$ cat config.mk
export PLATFORM = sky130hd
export DESIGN_NAME = slip_uart_tx
export DESIGN_NICKNAME = d
export VERILOG_FILES = /design/src/rtl/slip_uart_tx.sv
export SDC_FILE = /design/constraint.sdc
export NUM_CORES = 1
export LEC_CHECK = 0
export CORE_MARGIN = 8
export CORE_UTILIZATION = 50
export DETAILED_ROUTE_END_ITERATION = 16
export PLACE_DENSITY = 0.66
export SYNTH_ARGS = -nofsm -noshare
export SYNTH_HDL_FRONTEND = slang
export SYNTH_SLANG_ARGS = --single-unit
$ cat constraint.sdc
create_clock -name clk -period 6.25 [get_ports clk]
set_input_delay 0.625 -clock clk [delete_from_list [all_inputs] [get_ports clk]]
set_output_delay 0.625 -clock clk [all_outputs]
set_load 0.005 [all_outputs]
$ cat src/rtl/slip_uart_tx.sv
// SLIP (RFC 1055) framing UART transmitter: 9-bit entry FIFO, escape encoder and 8N1 serialiser.
// Optional leading END per frame is enabled by defining SLIP_UART_TX_LEADING_END_EN.
`timescale 1ns/1ps

module slip_uart_tx #(
    parameter int unsigned CLKS_PER_BIT = 104,
    parameter int unsigned FIFO_AW      = 4
) (
    input  logic       clk,
    input  logic       reset,
    input  logic       i_wr_en,
    input  logic [7:0] i_wr_byte,
    input  logic       i_wr_last,
    output logic       o_full,
    output logic       o_overflow,
    output logic       o_uart_tx,
    output logic       o_busy,
    output logic       o_frame_done
);

    localparam int unsigned DEPTH = 2 ** FIFO_AW;
    localparam int unsigned PW    = FIFO_AW + 1;
    localparam int unsigned CNT_W = (CLKS_PER_BIT > 1) ? $clog2(CLKS_PER_BIT) : 1;
    localparam logic [CNT_W-1:0] CNT_LAST = CNT_W'(CLKS_PER_BIT - 1);

    localparam logic [7:0] SLIP_END     = 8'hC0;
    localparam logic [7:0] SLIP_ESC     = 8'hDB;
    localparam logic [7:0] SLIP_ESC_END = 8'hDC;
    localparam logic [7:0] SLIP_ESC_ESC = 8'hDD;

    typedef enum logic [2:0] {
        E_IDLE,
        E_LEAD_END,
        E_DATA,
        E_ESC2,
        E_TRAIL_END
    } enc_state_t;

    typedef enum logic [1:0] {
        U_IDLE,
        U_START,
        U_DATA,
        U_STOP
    } uart_state_t;

    logic [8:0]    r_mem [DEPTH];
    logic [PW-1:0] r_wptr;
    logic [PW-1:0] r_rptr;
    logic          r_overflow;
    logic          w_full;
    logic          w_empty;
    logic          w_wr;
    logic          w_pop;
    logic [8:0]    w_rd_entry;

    enc_state_t    r_enc_state;
    enc_state_t    w_enc_next;
    logic [7:0]    r_esc;
    logic          r_last;
    logic          r_end_sent;
    logic          r_busy;
    logic          r_frame_done;
    logic          w_load;
    logic [7:0]    w_load_byte;
    logic          w_done;

    uart_state_t      r_u_state;
    uart_state_t      w_u_next;
    logic [CNT_W-1:0] r_cnt;
    logic [CNT_W-1:0] w_cnt_next;
    logic [2:0]       r_bit;
    logic [2:0]       w_bit_next;
    logic [7:0]       r_sh;
    logic [7:0]       w_sh_next;
    logic             r_tx;
    logic             w_tx_next;
    logic             w_u_ready;
    logic             w_u_stop_end;

    // ---------------- FIFO ----------------
    assign w_full     = (r_wptr[FIFO_AW-1:0] == r_rptr[FIFO_AW-1:0]) &&
                        (r_wptr[FIFO_AW] != r_rptr[FIFO_AW]);
    assign w_empty    = (r_wptr == r_rptr);
    assign w_wr       = i_wr_en && !w_full;
    assign w_rd_entry = r_mem[r_rptr[FIFO_AW-1:0]];

    always_ff @(posedge clk) begin
        if (w_wr) begin
            r_mem[r_wptr[FIFO_AW-1:0]] <= {i_wr_last, i_wr_byte};
        end
    end

    always_ff @(posedge clk or negedge reset) begin
        if (!reset) begin
            r_wptr     <= '0;
            r_rptr     <= '0;
            r_overflow <= 1'b0;
        end else begin
            if (w_wr) begin
                r_wptr <= r_wptr + PW'(1);
            end
            if (w_pop) begin
                r_rptr <= r_rptr + PW'(1);
            end
            // Full is judged before any same-cycle pop, so such a write is still dropped.
            r_overflow <= i_wr_en && w_full;
        end
    end

    // ---------------- SLIP encoder ----------------
    always_ff @(posedge clk or negedge reset) begin
        if (!reset) begin
            r_enc_state  <= E_IDLE;
            r_esc        <= '0;
            r_last       <= 1'b0;
            r_end_sent   <= 1'b0;
            r_busy       <= 1'b0;
            r_frame_done <= 1'b0;
        end else begin
            r_enc_state  <= w_enc_next;
            r_frame_done <= w_done;
            if (w_pop) begin
                r_last <= w_rd_entry[8];
                r_esc  <= (w_rd_entry[7:0] == SLIP_END) ? SLIP_ESC_END : SLIP_ESC_ESC;
            end
            if (r_enc_state == E_TRAIL_END && w_load) begin
                r_end_sent <= 1'b1;
            end else if (w_done) begin
                r_end_sent <= 1'b0;
            end
            if (r_enc_state == E_IDLE && w_enc_next != E_IDLE) begin
                r_busy <= 1'b1;
            end else if (w_done) begin
                r_busy <= 1'b0;
            end
        end
    end

    always_comb begin
        w_enc_next  = r_enc_state;
        w_pop       = 1'b0;
        w_load      = 1'b0;
        w_load_byte = '0;
        w_done      = 1'b0;
        case (r_enc_state)
            E_IDLE: begin
                if (!w_empty) begin
`ifdef SLIP_UART_TX_LEADING_END_EN
                    w_enc_next = E_LEAD_END;
`else
                    w_enc_next = E_DATA;
`endif
                end
            end
            E_LEAD_END: begin
                if (w_u_ready) begin
                    w_load      = 1'b1;
                    w_load_byte = SLIP_END;
                    w_enc_next  = E_DATA;
                end
            end
            E_DATA: begin
                if (w_u_ready && !w_empty) begin
                    w_pop  = 1'b1;
                    w_load = 1'b1;
                    if (w_rd_entry[7:0] == SLIP_END || w_rd_entry[7:0] == SLIP_ESC) begin
                        w_load_byte = SLIP_ESC;
                        w_enc_next  = E_ESC2;
                    end else begin
                        w_load_byte = w_rd_entry[7:0];
                        w_enc_next  = w_rd_entry[8] ? E_TRAIL_END : E_DATA;
                    end
                end
            end
            E_ESC2: begin
                if (w_u_ready) begin
                    w_load      = 1'b1;
                    w_load_byte = r_esc;
                    w_enc_next  = r_last ? E_TRAIL_END : E_DATA;
                end
            end
            E_TRAIL_END: begin
                // The END is loaded first; completion is the stop bit of that END, not of the byte before it.
                if (!r_end_sent) begin
                    if (w_u_ready) begin
                        w_load      = 1'b1;
                        w_load_byte = SLIP_END;
                    end
                end else if (w_u_stop_end) begin
                    w_done     = 1'b1;
                    w_enc_next = E_IDLE;
                end
            end
            default: w_enc_next = E_IDLE;
        endcase
    end

    // ---------------- UART serialiser ----------------
    assign w_u_stop_end = (r_u_state == U_STOP) && (r_cnt == CNT_LAST);
    assign w_u_ready    = (r_u_state == U_IDLE) || w_u_stop_end;

    always_ff @(posedge clk or negedge reset) begin
        if (!reset) begin
            r_u_state <= U_IDLE;
            r_cnt     <= '0;
            r_bit     <= '0;
            r_sh      <= '0;
            r_tx      <= 1'b1;
        end else begin
            r_u_state <= w_u_next;
            r_cnt     <= w_cnt_next;
            r_bit     <= w_bit_next;
            r_sh      <= w_sh_next;
            r_tx      <= w_tx_next;
        end
    end

    always_comb begin
        w_u_next   = r_u_state;
        w_cnt_next = r_cnt;
        w_bit_next = r_bit;
        w_sh_next  = r_sh;
        case (r_u_state)
            U_IDLE: begin
                w_cnt_next = '0;
                if (w_load) begin
                    w_u_next  = U_START;
                    w_sh_next = w_load_byte;
                end
            end
            U_START: begin
                if (r_cnt == CNT_LAST) begin
                    w_cnt_next = '0;
                    w_bit_next = '0;
                    w_u_next   = U_DATA;
                end else begin
                    w_cnt_next = r_cnt + CNT_W'(1);
                end
            end
            U_DATA: begin
                if (r_cnt == CNT_LAST) begin
                    w_cnt_next = '0;
                    if (r_bit == 3'd7) begin
                        w_u_next = U_STOP;
                    end else begin
                        w_bit_next = r_bit + 3'd1;
                        w_sh_next  = {1'b0, r_sh[7:1]};
                    end
                end else begin
                    w_cnt_next = r_cnt + CNT_W'(1);
                end
            end
            U_STOP: begin
                if (r_cnt == CNT_LAST) begin
                    w_cnt_next = '0;
                    if (w_load) begin
                        w_u_next  = U_START;
                        w_sh_next = w_load_byte;
                    end else begin
                        w_u_next = U_IDLE;
                    end
                end else begin
                    w_cnt_next = r_cnt + CNT_W'(1);
                end
            end
            default: w_u_next = U_IDLE;
        endcase
    end

    always_comb begin
        w_tx_next = 1'b1;
        case (w_u_next)
            U_START: w_tx_next = 1'b0;
            U_DATA:  w_tx_next = w_sh_next[0];
            default: w_tx_next = 1'b1;
        endcase
    end

    assign o_full       = w_full;
    assign o_overflow   = r_overflow;
    assign o_uart_tx    = r_tx;
    assign o_busy       = r_busy;
    assign o_frame_done = r_frame_done;

endmodule

==> results of run 1 <==
==> logic make-up after synthesis <==
group,after synthesis,share of synthesized area
xor gates and xnor gates,18,0.01958
muxes,45,0.1108
and+or+nand+nor,147,0.09695
AOI/OAI and AO/OA,79,0.07070
DFF,185,0.6645
adders and majority gates,8,0.01243
buffers and inverters,31,0.02502
==> worst min-delay path by stage <==
stage / startpoint / endpoint / depth (start not counted)
after global routing: reset / r_rptr[2] / 1
after floorplan: reset / o_busy / 0
after detailed placement: r_cnt[0] / r_cnt[0] / 1
after CTS: reset / r_rptr[2] / 1
after global placement: r_cnt[0] / r_cnt[0] / 1
final: reset / r_end_sent / 1
==> synthesized netlist by cell type (3+ instances only) <==
cell type / number / share of area
clkbuf_1: 5 / 0.0023
a31o_1: 3 / 0.0033
o21ai_1: 6 / 0.0037
nor3_1: 11 / 0.0068
nand2b_1: 6 / 0.0047
a21o_1: 3 / 0.0028
and2_1: 6 / 0.0047
inv_1: 8 / 0.0037
xnor2_1: 15 / 0.016
buf_2: 5 / 0.0031
mux4_2: 35 / 0.098
nor2_1: 33 / 0.015
dfrtp_1: 40 / 0.12
or2_2: 3 / 0.0023
o21ai_0: 15 / 0.0093
o22ai_1: 5 / 0.0039
nand3_1: 12 / 0.0075
nand4_1: 4 / 0.0031
nand2_1: 35 / 0.016
ha_1: 8 / 0.012
nor3b_1: 3 / 0.0028
and3_1: 4 / 0.0031
a21oi_1: 10 / 0.0062
a32oi_1: 3 / 0.0033
mux2_2: 3 / 0.0042
edfxtp_1: 144 / 0.54
a22oi_1: 8 / 0.0075
buf_6: 10 / 0.014
a31oi_1: 5 / 0.0039
xor2_1: 3 / 0.0033
nor2b_1: 12 / 0.0093
mux2i_1: 7 / 0.0087
nor4_1: 3 / 0.0023
==> state kept, by name, indices dropped and copies added, names as in the netlist <==
signal and count:
r_bit 3, r_wptr 5, r_esc 2, r_mem 144, r_rptr 5, r_u_state 2
r_last 1, o_overflow 1, r_cnt 7, r_sh 8, o_frame_done 1, o_uart_tx 1
r_end_sent 1, r_enc_state 3, o_busy 1
==> report_power, final <==
| group | internal, W | leakage (nW) | switching (W) |
|---|---|---|---|
| sequential | 0.00152 | 1.80 | 0.000127 |
| clock | 0.000565 | 0.281 | 0.000488 |
| combinational | 0.000440 | 0.934 | 0.000583 |
==> metrics by stage <==
stage	std cells	setup slack (ns)	area [µm²]	hold slack [ns]
2_1_floorplan	513	3.656	8053	0.3294
3_3_place_gp	727	2.797	8347	0.4504
3_5_place_dp	727	2.556	8347	0.4701
4_1_cts	758	2.519	8931	0.3486
5_1_grt	758	2.185	8931	0.4039
6_report	758	2.617	8931	0.3353
==> worst max-delay path, stage by stage, from the launching register on <==
cell and delay, ns:
dfrtp_2 0.34, buf_4 0.52, xnor2_1 0.16, nand4_1 0.29, nor2b_1 0.12, nor2b_1 0.53, nand2_1 0.28, nor3_1 1.00
==> cells in the final DEF, fill, tap and decap left out, types with 10 or more instances in the layout <==
master and n:
nand2_1 35, clkdlybuf4s50_1 15, o21ai_0 15, nor2_1 33, edfxtp_1 144, nor2b_1 12
clkbuf_16 17, xnor2_1 15, a21oi_1 10, nor3_1 11, nand3_1 12, mux4_2 35
dfrtp_1 38
==> routing by layer <==
metal  GRT usage  wire length [µm]
met5           0                 0
met4     0.06376               274
met3     0.04274               821
met2      0.2793              8152
met1      0.2343              7231
==> cell type report <==
type                    instances  area (µm²)
clock buffers                  17       425.4
clock inverters                14       158.9
fillers                      1242        6897
inverters                       8       30.03
multi-input cells             297        2500
flip-flops and latches        185        5354
well taps                     216       270.3
repair buffers                 21       192.7
==> summary.md, run 1 <==
| Metric | Value |
|---|---|
| Synth-to-Final Area Change | 10.91% |
| Peak supply drop | approximately 0.37 mV |
| Max-slew violations | 0 |
| Die Y | 142.9 µm |
| Clock Skew | 0.007590 ns |
| Reg2Reg Launch Point | r_rptr[1] |
| EDFF count, synth | 144 |
| Largest net degree at the start of global routing | 42 |
| DRT Pass-1 Iters | 5 |
| Pwr/cell area | ~420 nW/µm² |
| Initial antenna violation count | 0 |
| Crit path DAT | 3.68 ns |
| Leakage | about 3.0 nW |
| # clock sinks | roughly 190 |
| Vias | 4457 |
| CTS Buffer Depth | 2 |
| N_diodes | 0 |
| Core area | 15830 µm² |
| Vias in the first global route | 4538 |
| FFs w/ async S/R, synth | 0.2216 |
| 1st-iter DRT viols | roughly 400 |
| FF-to-FF End | r_mem[3][2] |
| Clk_lat worst skew | approximately 0.43 ns |
| Crit. Startpoint | r_rptr[1] |
| Final Total Pwr | about 0.0037 W |
| Critical Path RT | 6.30 ns |
| # Post-CTS Setup Buffers | 0 |
| Setup Viol. Count Final | 0 |
| Clk pin slew, worst setup/hold paths | 0.07 ns |
| Post-CTS sizing | 0 |
| Syn_nets | about 530 |
| Fin nets | 550 |
| H-tree depth | 4 |
| Yosys cell types | 67 |
| Initial Utilization | 0.5088 |
| Setup crit end | r_mem[3][2] |
| Total global routing overflow | 0 |
| Final core occ | 0.5643 |
| Outcome | completed |
| Synth Cell Area | 8053 µm² |
| Max Cap Viol | 0 |
| Max Freq | 275.3 MHz |
| Die W | roughly 140 µm |
| DP HPWL | 10810 µm |
| Hold_buf cts | 0 |
| Antenna viol nets, final | 0 |
| Port bufs | 16 |
| R2r setup slk | 2.62 ns |
| Yosys reg bits | roughly 190 |
| Share of layout cells above drive strength 1 | 0.1734 |
| Hold WC Path Type | in -> async |
| I/O pins | 17 |
| Reg2Reg Depth | 7 |
| Root Driver | clkbuf_16 |
| Vias per cell | 5.880 |
| Crit end category | flip-flop |
| Synth Area per Inst | around 16 µm² |
| Total Neg Setup Slack | 0 ns |
| GPL Wtd Cong | 0.7852 |
| CP Class | reg -> reg |
| Num CTS Buffers | 17 |
| Seq/Total Area, Yosys | 0.6645 |
| Mapped Cells | 513 |
| All-Layer GR Usage | 0.1769 |
| DRC viols | 0 |
| Worst-margin pin slew | roughly 1.2 ns |
| Final worst path period need | 3.633 ns |
| Die footprint | between 20000 and 25000 µm² |
| Final WL | 16480 µm |
| Max transition margin | 0.1715 |
| Yosys warnings | 0 |
| Global-route wire length before repair | around 26000 µm |
| Ys flop type | edfxtp_1 |
| CP Launch Type | flip-flop |
| Cell row count | between 40 and 50 |
| Final hold violations | 0 |
| CTS tree | built |
| Critical-path maximum fanout | 38 |
| Period utilization | 0.5813 |
| RSZ-0062 raised after global routing | false |
| WL/cell | 21.74 µm |
Power figures use the tool's default switching activity.
==> run 2: changes to the inputs <==
- PLACE_DENSITY: 0.66 -> 0.69
- clock period: 6.25 -> 3 ns (I/O delays scaled with it)
==> run 2 against run 1 <==
  * Utilization up 1.2 points
  * Clock-buffer cell count did not move
  * Sequential share of layout area decreased by 1.2 points
  * Hold slack got worse by 0.33 ns
  * Via count is 1.8% higher
  * Register-to-register slack worse by 2.2 ns
  * Design area rose by 2.1%
  * Die area is the same
  * Clock power is 100% higher
  * Clock skew grew 0.0075 ns
  * Non-clock buffer count rose by 24
  * Largest power group unchanged
  * Highest routed layer unchanged
==> summary.md, run 2 (synthesized netlist as in run 1, its figures left out) <==
| Metric | Value |
|---|---|
| CP Buf/Inv Count | 1 (unchanged) |
| # Post-CTS Setup Buffers | 0 (unchanged) |
| RSZ-0062 raised after global routing | false |
| Total global routing overflow | 0 (unchanged) |
| H-tree depth | 4 (unchanged) |
| Slowest CP cell | dfrtp_2 |
| Hold_buf cts | 0 (unchanged) |
| Outcome | completed |
| Commonest non-fill, non-tap cells in the layout | edfxtp_1, dfrtp_1, nand2_1, mux4_2, nor2_1 |
| Crit path DAT | 2.92 ns (-0.76 ns) |
| Initial Utilization | 0.5088 (unchanged) |
| Num CTS Buffers | 17 (unchanged) |
| Max Freq | 385.3 MHz (+40%) |
| CP Class | reg -> reg |
| Max Cap Viol | 0 (unchanged) |
| CP max stage delay | 0.65 ns (-0.35 ns) |
| Antenna viol nets, final | 0 (unchanged) |
| Critical Path RT | 3.33 ns (-2.97 ns) |
| Reg2Reg Depth | 7 (unchanged) |
| CP Launch Type | flip-flop |
| Crit-path cells | buf_12, mux4_2, o22ai_1, nor2_1, and4_1, a21o_1, a31o_1 |
| Clk_lat worst skew | 0.45 ns (+0.02 ns) |
| DRC viols | 0 (unchanged) |
| CP top delay family | compound AO/OA/AOI/OAI gates |
| Port bufs | 16 (unchanged) |
| Clock Skew | 0.01505 ns (+0.007463 ns) |
| Final Total Pwr | 0.007782 W (+110%) |
| Synth-to-Final Area Change | 13.21% |
| CTS Buffer Depth | 2 (unchanged) |
| Vias | 4537 (+1.8%) |
| # clock sinks | 185 (unchanged) |
| Stages on the worst setup path | 7 (unchanged) |
| GPL Wtd Cong | 0.8002 (+1.9%) |
| Global-route wire length before repair | 26200 µm (-0.63%) |
| Cell row count | 46 (unchanged) |
| Max transition margin | 0.3885 (+0.2170) |
| Total Neg Setup Slack | 0 ns (unchanged) |
| Root Driver | clkbuf_16 |
| Crit end category | flip-flop |
| 1st-iter DRT viols | 335 (-16%) |
| I/O pins | 17 (unchanged) |
| Fin nets | 574 (+4.4%) |
| Largest net degree at the start of global routing | 42 (unchanged) |
| Crit. Startpoint | r_rptr[0] |
| Vias in the first global route | 4690 (+3.3%) |
| WL/cell | 20.80 µm (-4.3%) |
| Setup crit end | r_sh[1] |
| Setup Viol. Count Final | 0 (unchanged) |
| FF-to-FF End | r_sh[1] |
| Die Y | 142.9 µm (unchanged) |
| DRT Pass-1 Iters | 4 (-1) |
| Critical-path maximum fanout | 19 (-50%) |
| Die W | 142.9 µm (unchanged) |
| Final WL | 16290 µm (-1.1%) |
| Max-slew violations | 0 (unchanged) |
| Worst-margin pin slew | 0.9172 ns (-0.3160 ns) |
| N_diodes | 0 (unchanged) |
| CTS tree | built |
| Most common cell after layout, fill and taps aside | edfxtp_1 |
| Reg2Reg Launch Point | r_rptr[0] |
| Post-CTS sizing | 0 (unchanged) |
| All-Layer GR Usage | 0.1737 (-0.003255) |
| Vias per cell | 5.794 (-1.5%) |
| Die footprint | 20420 µm² (unchanged) |
| Max reg flops | 144 (unchanged) |
| R2r setup slk | 0.40 ns (-2.21 ns) |
| Leakage | 3.147 nW (+4.2%) |
| Hold WC Path Type | in -> async |
| Core area | 15830 µm² (unchanged) |
| Pwr/cell area | 853.6 nW/µm² (+100%) |
| Clk pin slew, worst setup/hold paths | 0.07 ns (about the same) |
| Initial antenna violation count | 0 (unchanged) |
| Share of layout cells above drive strength 1 | 0.2081 (+0.03468) |
| DP HPWL | 10950 µm (+1.3%) |
| Peak supply drop | 0.5898 mV (+58%) |
| Final hold violations | 0 (unchanged) |
| Final worst path period need | 2.595 ns (-1.038 ns) |
| Period utilization | 0.8651 (+0.2838) |
## run 2: cell count changes in the layout (fill, tap and decap cells not counted)
cell       delta
clkinv_4      -1
buf_12        +2
clkinv_2      +2
inv_8         -1
buf_4        +22
bufinv_16     -1
clkinv_8      +1
clkinv_1      +1
## run 2: how the worst min path moves through the flow
stage / from / end / slack, ns / cells past startpoint
6_report: reset / r_cnt[3] / 0.0006 / 1
5_1_grt: reset / r_rptr[1] / 0.09 / 1
4_1_cts: reset / r_wptr[4] / 0.03 / 1
3_5_place_dp: r_cnt[0] / r_cnt[0] / 0.46 / 1
3_3_place_gp: r_cnt[0] / r_cnt[0] / 0.45 / 1
2_1_floorplan: reset / o_busy / 0.004 / 0
## run 2: per-layer routing
layer / wire [µm] / track usage / part of all wire
met2: 8396 / 0.2925 / 0.52
met1: 6930 / 0.2146 / 0.43
met4: 336 / 0.07103 / 0.021
met5: 0 / 0 / 0
met3: 627 / 0.03573 / 0.038
## run 2: layout make-up
cell class,instances,area [µm²]
repair buffers,45,397.9
inverters,8,30.03
clock inverters,15,138.9
well taps,216,270.3
multi-input cells,297,2500
flip-flops and latches,185,5354
fillers,1222,6711
clock buffers,17,425.4
## run 2: power breakdown
| part | leakage (nW) | switching, W | internal, W |
|---|---|---|---|
| clock network | 0.273 | 0.00103 | 0.00109 |
| logic | 1.07 | 0.00115 | 0.00102 |
| registers | 1.80 | 0.000340 | 0.00316 |
## run 2: per-stage QoR
step | hold slack (ns) | cell area (µm²) | worst slack (ns) | std cells | util
2_1_floorplan | 0.004409 | 8053 | 0.4059 | 513 | -
3_3_place_gp | 0.4476 | 8552 | 0.4563 | 751 | 0.5403
3_5_place_dp | 0.4607 | 8552 | 0.4378 | 751 | 0.5403
4_1_cts | 0.02624 | 9116 | 0.3600 | 783 | 0.5760
5_1_grt | 0.08948 | 9116 | 0.2576 | 783 | 0.5760
6_report | 0.0006185 | 9116 | 0.4047 | 783 | 0.5760
==> variant, RTL diff (settings of run 2) <==
Change the parameter `FIFO_AW` from 4 to 3.
--- a/src/rtl/slip_uart_tx.sv
+++ b/src/rtl/slip_uart_tx.sv
@@ -5,5 +5,5 @@
 module slip_uart_tx #(
     parameter int unsigned CLKS_PER_BIT = 104,
-    parameter int unsigned FIFO_AW      = 4
+    parameter int unsigned FIFO_AW      = 3
 ) (
     input  logic       clk,
Formal check against the unedited RTL: not equivalent (a bounded check fails within 10 cycles, from zero or initial values and one cycle with reset low).
==> variant against run 2 <==
- sequential share of layout area is 3.2 points lower
- power is 41% lower
- cell area is 38% lower
- sequential cell count is 74 lower
- clock skew is 1.5 ps higher
- worst setup slack better by 220 ps
- routed wire length is 43% lower
- combinational power is 32% lower
- area after synthesis is 37% lower
- largest power group unchanged
==> variant: results (changes against run 2) <==
status: "finished, final reports clean"  # unchanged
cp_max_fo: 22  # was 19
place_inst: 515  # was 751
cts.path.max_buffers: 2  # unchanged
htreeDepth: 3  # was 4
p_leak_nw: 2.04  # was 3.15 nW
powerComb_mw: 1.48  # was 2.17 mW
r2r_slack_ps: 620  # was 400 ps
drive_above_1_share_pct: 14.2  # was 20.8%
worst_path_max_delay_cell: "mux4_1"  # was dfrtp_2
cts_root_buf: "clkbuf_8"  # was clkbuf_16
synth_common_cells: "edfxtp_1 (72), dfrtp_1 (38), nand2_1 (29), nor2_1 (28), a21oi_1 (21)"  # was edfxtp_1 (144), dfrtp_1 (40), mux4_2 (35), nand2_1 (35), nor2_1 (33)
grt_max_degree: 40  # was 42
syn_nets: 384  # was 533
critPathMaxStageDelay_ps: 580  # was 650 ps
first_global_vias: 3009  # was 4,690
synthAdderAreaFrac_pct: 1.23  # was 1.24%
track_usage_pct: 15.1  # was 17.4%
crit_path_end: "r_sh[0]$_DFF_PN0_"  # was r_sh[1]$_DFFE_PN0P_
dpl.hpwl_um: 6250  # was 11,000 um
post_cts_buffers: 0  # unchanged
synthCells: 367  # was 513
clkTransAtPathRegs_ps: 110  # was 70 ps
drt-initial-drc-count: 278  # was 335
vdd_drop_max_v: 0.000533  # was 0.000590 V
synth-edff-count: 72  # was 144
dpl_worst_slack_ps: 681  # was 438 ps
clk_latency_ps: 380  # was 450 ps
antenna_found_initial: 0  # unchanged
synth_compound_area_share_pct: 9.71  # was 7.07%
grt_pass1_wl_um: 15500  # was 26,200 um
finalNetCount: 407  # was 574
routed_wl_um: 9330  # was 16,300 um
seq_area_frac_synth_pct: 61.7  # was 66.5%
place_area_um2: 5440  # was 8550 um2
p_clk_share_pct: 20.4  # was 27.2%
critPathKind: "reg2reg"  # unchanged
r2r_start: "r_rptr[0]$_DFFE_PN0P_"  # unchanged
largestPowerGroup: "registers"  # unchanged
synthArstFlopShare_pct: 35.1  # was 22.2%
powerDensity_nw_per_um2: 813  # was 854 nW/um2
cts_buffers: 9  # was 17
via_per_inst: 5.66  # was 5.79
synth_cell_types: 57  # was 67
clock_skew_ps: 16.5  # was 15.1 ps
area_growth_pct: 11.1  # was 13.2%
synth_top_family_by_area: "multiplexers"  # unchanged
arrival_ps: 2680  # was 2920 ps
slew_headroom_pct: 40.7  # was 38.9%
synth_area_leaders: "edfxtp_1 (42%), dfrtp_1 (19%), mux4_1 (5.2%), mux4_2 (3.5%), nand2_1 (2.1%)"  # was edfxtp_1 (54%), dfrtp_1 (12%), mux4_2 (9.8%), nand2_1 (1.6%), xnor2_1 (1.6%)
cp_top_family: "multiplexers"  # was compound AO/OA/AOI/OAI gates
hold_ws_ps: 42.5  # was 0.619 ps
synthMuxAreaShare_pct: 11.6  # was 11.1%
gp_congestion: 0.854  # was 0.800
synthXorXnorAreaFrac_pct: 2.58  # was 1.96%
swShare_pct: 33.0  # was 32.3%
drt-wirelength-per-cell_um: 17.6  # was 20.8 um
largest_register_ffs: 72  # was 144
nFillCells: 850  # was 1,222
fmaxAchievable_ghz: 0.420  # was 0.385 GHz
-- variant: changes by cell type in the layout (fill, tap and decap cells not counted), moves of 6 or more --
cell	change
clkbuf_8	+9
mux4_1	+10
buf_4	-11
mux4_2	-27
edfxtp_1	-72
a21oi_1	+11
nor2b_1	-8
clkbuf_16	-17
o21ai_1	-6
nand2_1	-6
-- variant: area by class of cell --
cell class	instances	area share, %
Sequential cell	111	55.5
Multi-Input combinational cell	227	32.0
Timing Repair Buffer	33	5.22
Tap cell	136	3.01
Clock buffer	10	2.26
Clock inverter	6	1.48
Inverter	8	0.531
-- variant: layer usage --
metal / wire length, um / vias to the layer above / GRT usage (%) / part of all wire (%)
li1: - / 1448 / - / -
met1: 4230 / 1483 / 18.7 / 45
met2: 4650 / 62 / 24.9 / 50
met3: 314 / 13 / 3.69 / 3.4
met4: 143 / 0 / 5.89 / 1.5
met5: 0 / - / 0 / 0
